===== src/rtl/wsel_decoder_seq.sv =====
// wsel_decoder_seq: registered one-hot write-select decoder with a hardware sweep mode
module wsel_decoder_seq #(
    parameter int ADDR_W    = 5,
    parameter bit ZERO_LOCK = 1
) (
    input  logic                  clock,
    input  logic                  ctrl_reset_n,
    input  logic                  req_valid,
    output logic                  req_ready,
    input  logic [ADDR_W-1:0]     req_addr,
    input  logic                  sweep_start,
    output logic [2**ADDR_W-1:0]  out,
    output logic                  out_valid,
    output logic                  sweep_busy,
    output logic                  sweep_done,
    output logic                  zero_hit
);
    localparam int NUM_OUT = 2**ADDR_W;
    localparam logic [ADDR_W-1:0] FIRST = ZERO_LOCK ? ADDR_W'(1) : ADDR_W'(0);
    localparam logic [ADDR_W-1:0] LAST = '1;

    typedef enum logic {IDLE, SWEEP} state_t;

    state_t               state_q, state_d;
    logic [ADDR_W-1:0]    idx_q, idx_d;
    logic [NUM_OUT-1:0]   out_q, out_d;
    logic                 out_valid_q, out_valid_d;
    logic                 sweep_done_q, sweep_done_d;
    logic                 zero_hit_q, zero_hit_d;

    assign req_ready  = (state_q == IDLE) && !sweep_start;
    assign sweep_busy = state_q == SWEEP;
    assign out        = out_q;
    assign out_valid  = out_valid_q;
    assign sweep_done = sweep_done_q;
    assign zero_hit   = zero_hit_q;

    // next state: idx_q is the index currently shown on out during a sweep
    always_comb begin
        state_d      = state_q;
        idx_d        = idx_q;
        out_d        = '0;
        out_valid_d  = 1'b0;
        sweep_done_d = 1'b0;
        zero_hit_d   = 1'b0;
        if (state_q == IDLE) begin
            if (sweep_start) begin
                state_d      = SWEEP;
                idx_d        = FIRST;
                out_d        = NUM_OUT'(1) << FIRST;
                out_valid_d  = 1'b1;
                sweep_done_d = FIRST == LAST;
            end else if (req_valid) begin
                zero_hit_d  = ZERO_LOCK && (req_addr == '0);
                out_d       = zero_hit_d ? '0 : NUM_OUT'(1) << req_addr;
                out_valid_d = 1'b1;
            end
        end else if (idx_q == LAST) begin
            state_d = IDLE;
            idx_d   = '0;
        end else begin
            idx_d        = idx_q + ADDR_W'(1);
            out_d        = NUM_OUT'(1) << idx_d;
            out_valid_d  = 1'b1;
            sweep_done_d = idx_d == LAST;
        end
    end

    // state and output registers, cleared asynchronously
    always_ff @(posedge clock or negedge ctrl_reset_n) begin
        if (!ctrl_reset_n) begin
            state_q      <= IDLE;
            idx_q        <= '0;
            out_q        <= '0;
            out_valid_q  <= 1'b0;
            sweep_done_q <= 1'b0;
            zero_hit_q   <= 1'b0;
        end else begin
            state_q      <= state_d;
            idx_q        <= idx_d;
            out_q        <= out_d;
            out_valid_q  <= out_valid_d;
            sweep_done_q <= sweep_done_d;
            zero_hit_q   <= zero_hit_d;
        end
    end
endmodule


===== config.mk =====
export PLATFORM = sky130hd
export DESIGN_NAME = wsel_decoder_seq
export DESIGN_NICKNAME = d
export VERILOG_FILES = /design/src/rtl/wsel_decoder_seq.sv
export SDC_FILE = /design/constraint.sdc
export NUM_CORES = 1
export LEC_CHECK = 0
export CAP_MARGIN = 20
export CORE_MARGIN = 3
export CORE_UTILIZATION = 35
export DETAILED_ROUTE_END_ITERATION = 12
export PLACE_DENSITY = 0.61
export SLEW_MARGIN = 20
export SYNTH_ARGS = -nofsm -noshare
export SYNTH_HDL_FRONTEND = slang
export SYNTH_SLANG_ARGS = --single-unit
export TNS_END_PERCENT = 50

===== constraint.sdc =====
create_clock -name clock -period 6.1 [get_ports clock]
set_input_delay 1.525 -clock clock [delete_from_list [all_inputs] [get_ports clock]]
set_output_delay 1.525 -clock clock [all_outputs]
set_load 0.005 [all_outputs]

# ---- Word-level counts from Yosys, hierarchy flattened
# Index checks and enable logic that the tools add are counted.
# Widths: inputs -> output; s select.
dict set report classes {
  n_addsub 1
  eq_ne 2
  shift 2
  mux 19
  bitwise 1
  n_reduce_logical 4
}
# cell n
set op_table {}
lappend op_table {{$mux 32} 5}
lappend op_table {{$shl 1x5->32 const A} 2}
lappend op_table {{$mux 5} 3}
lappend op_table {{$mux 1} 11}
lappend op_table {{$eq 5x5->1 const B} 2}
lappend op_table {{$add 5x1->5 const B} 1}
lappend op_table {{$logic_not 5->1} 1}
lappend op_table {{$reduce_bool 2->1} 1}
lappend op_table {{$logic_and 1x1->1} 1}
lappend op_table {{$logic_not 1->1} 1}
lappend op_table {{$not 1->1} 1}
dict set report word_totals {
  ff_bits 41
  in_bits 9
  out_inout_bits 37
  elab_cells 35
}

# ---- Longest topological paths before layout
dict set report depth {
  ltp_word 5
  ltp_mapped 7
  depth_no_buf 6
}

# ---- Worst setup path after synthesis
# No wires, ideal clock.
dict set report synth_timing {
  kind {in2out}
  startpoint {in sweep_start}
  endpoint {out req_ready}
  t_arrival_ns 1.712
  required_ns 4.575
  path_slack_ns 2.863
  stages 1
  n_path_buf 0
  cell_sequence {nor2_1}
}
dict set report synth_via {
  elab_chain_cells 2
}
# element line_no
set synth_rtl {}
lappend synth_rtl {{from (decl)} 11} ;# input logic sweep_start,
lappend synth_rtl {{$logic_not 1->1} 31} ;# assign req_ready = (state_q == IDLE) && !sweep_start;
lappend synth_rtl {{$logic_and 1x1->1} 31}
lappend synth_rtl {{to (decl)} 9} ;# output logic req_ready,
# Every way passes these cells.

# ---- Worst setup path in the final report
# Ends and elaborated chain as after synthesis.

==> impl_metrics.ini <==
[run_status]
status = finished clean

[synth]
synth_common_cells = dfrtp_1, o22ai_1, nand3_1
synth-main-ff-cell = dfrtp_1
synth.most_common_cell = dfrtp_1
synth_largest_area_cell = dfrtp_1
synth_compound_area_share_pct = 14.4
synthTopCellsByArea = dfrtp_1, o22ai_1, nand3_1
syn_area_sq_um = 1750
synthAdderAreaFrac_pct = 4.29
ys_ff_latch = 41
avgSynthCellArea_sq_um = 11.9
synthCells = 147
muxShareOfSynthArea_pct = 0
synth-simple-area-share_pct = 15.3
synth_xor_area_share_pct = 3.93
synth_top_area_share_pct = 58.7
syn-num-nets = 162
synth-seq-area-share_pct = 58.7
synth_top_family_by_area = simple AND/OR/NAND/NOR gates
ys_types = 31
yosys_warnings = 0
ys_async_sr_fraction_pct = 100
synth_edf_count = 0

[timing]
tightestPinTransition_ps = 877
final-hold-violation-count = 0
relSlewSlack_pct = 41.6
max_freq_mhz = 229
rsz0062_at_grt = false
tns_ps = 0
setup_viol = 0
period_needed_ps = 4360
fin_skew_ps = 4.22
period_share_pct = 71.5
slew_violations = 0

[final_layout]
seq_area_sq_um = 1030
final_nets = 207
nFillCells = 451
diodes = 0
multiInputGateArea_sq_um = 663
utilization_pct = 49.2
syn_to_final_growth_pct = 34.5
final_layout_size_suffix_gt1_share_pct = 7.77
finalInstanceArea_sq_um = 2350

[critical_path]
crit_buf_inv = 2
worst_setup_path_start_kind = input port
critPathRequiredTime_ps = 4580
worst-setup-path-type = in2out
max_stage_delay_ps = 560
cp_max_fo = 6
crit_chain = clkdlybuf4s50_1, nor2_1, clkdlybuf4s50_1
cp-end-kind = output port
cp_common_cell = clkdlybuf4s50_1
crit_family = buffers and inverters
cp.arrival_ps = 2840
cpMaxStageDelayCell = clkdlybuf4s50_1

[floorplan]
dieArea_sq_um = 5880
die_h_um = 76.7
core_sq_um = 4790
die_w_um = 76.7
pin_count = 46
rows = 25
initial_core_util_pct = 36.5

[clocking]
worstSkewPairLatency_ps = 290
clockBufferDepth = 2
h-tree-depth = 2
cts_buffers = 5
cts.sinks = 41
cts_tree = done
cts_setup_buffers = 0
cts.hold.buffers_added = 0
cts-root-buf = clkbuf_8
path_clk_slew_ps = 80
cts.repair.resized = 0

[route]
ant_nets = 0
vias_per_cell = 5.30
drt-initial-drc-count = 103
drt_first_pass_iters = 4
vias = 1377
wirelength_um = 4040
wl_per_cell_um = 15.5
drc = 0

[placement]
io_buffer_count = 45
place.gp.congestion = 0.872
dpl-instance-area_sq_um = 2230
post-dp-hpwl_um = 3020

[run]
maxCapViolCount = 0

[global_routing]
top_usage_layer = met2
met1_usage_pct = 17.5
grt.total_usage_pct = 14.6
grt_pass1_wl_um = 6750
grt_max_degree = 42
grt_overflow = 0
grtUsageMet2_pct = 23.8
grt_pass1_vias = 1371
use_met3_pct = 5.28
antenna_found_initial = 0

[power]
ir_worst_vdd_mv = 0.220
p_per_area_nw_per_um2 = 439
p_leak_nw = 0.995

[min_path]
hold_path_class = reg2reg
[routing by layer]
layer | wire [um] | part of all wire, %
met1 | 1660 | 41
met2 | 1990 | 49
met3 | 291 | 7.2
met4 | 92 | 2.3
met5 | 0 | 0
[power breakdown]
part           switching (mW)  internal [mW]  leakage [nW]  total [mW]
clock network          0.0903          0.133        0.0574       0.223
registers              0.0590          0.334         0.551       0.393
logic                   0.224          0.194         0.387       0.418
[placed cells by master, fill, tap and decap left out]
cell type,n
or2b_1,1
o21ai_0,2
or2_2,1
nor3_1,2
a21o_1,1
nand4_1,2
bufinv_16,1
nand2_1,8
dfrtp_1,41
and3b_1,3
inv_1,4
clkbuf_8,6
buf_2,1
o2bb2ai_1,1
nor2_1,4
ha_1,6
nand2b_1,3
xor2_2,2
and3_1,1
clkinvlp_4,1
clkdlybuf4s50_1,44
a21oi_1,1
or4b_1,1
nand3_4,1
xnor2_1,1
xnor2_4,1
o22ai_1,31
a22o_1,2
nor3b_2,1
nand3_1,16
o221ai_1,1
nor3b_1,2
[layout make-up]
type / instances / share of cell area (%)
Clock buffer: 6 / 3.51
Clock inverter: 2 / 1.59
Inverter: 4 / 0.638
Multi-Input combinational cell: 95 / 28.2
Sequential cell: 41 / 43.6
Tap cell: 67 / 3.56
Timing Repair Buffer: 45 / 18.9
[metrics by stage]
step / setup WS (ps) / cells / total power, mW / hold slack (ps)
floorplan: 2860 / 147 / 0.661 / 470
global placement: 1800 / 252 / 0.802 / 492
detailed placement: 1720 / 252 / 0.816 / 533
CTS: 1720 / 260 / 1.04 / 560
global route: 1640 / 260 / 1.10 / 586
finish: 1740 / 260 / 1.03 / 544
[sequential cells by signal, indices dropped and copies added (netlist names)]
signal,cells
sweep_done,1
zero_hit,1
out_valid,1
out,32
sweep_busy,1
idx_q,5
[path summary, 6_finish.rpt]
path / cells past startpoint / slack, ps / to / startpoint
max in group asynchronous: 1 / 4210 / out[0] / ctrl_reset_n
worst min register to register: 1 / 540 / idx_q[4] / idx_q[4]
worst min-delay path: 1 / 540 / idx_q[4] / idx_q[4]
worst max-delay path: 3 / 1740 / req_ready / sweep_start
min in group asynchronous: 1 / 1350 / out[27] / ctrl_reset_n
worst max register to register: 6 / 3780 / out[3] / idx_q[0]
[cell families (layout without fill, tap and decap cells)]
kind of cell               count (synthesis)  in the layout
xor gates and xnor gates                   4              4
and+or+nand+nor                           46             46
buffers and inverters                     11             57
DFF                                       41             41
adders and majority gates                  6              6
AOI/OAI and AO/OA                         39             39
Note: power is estimated with default switching activity, not from simulation.
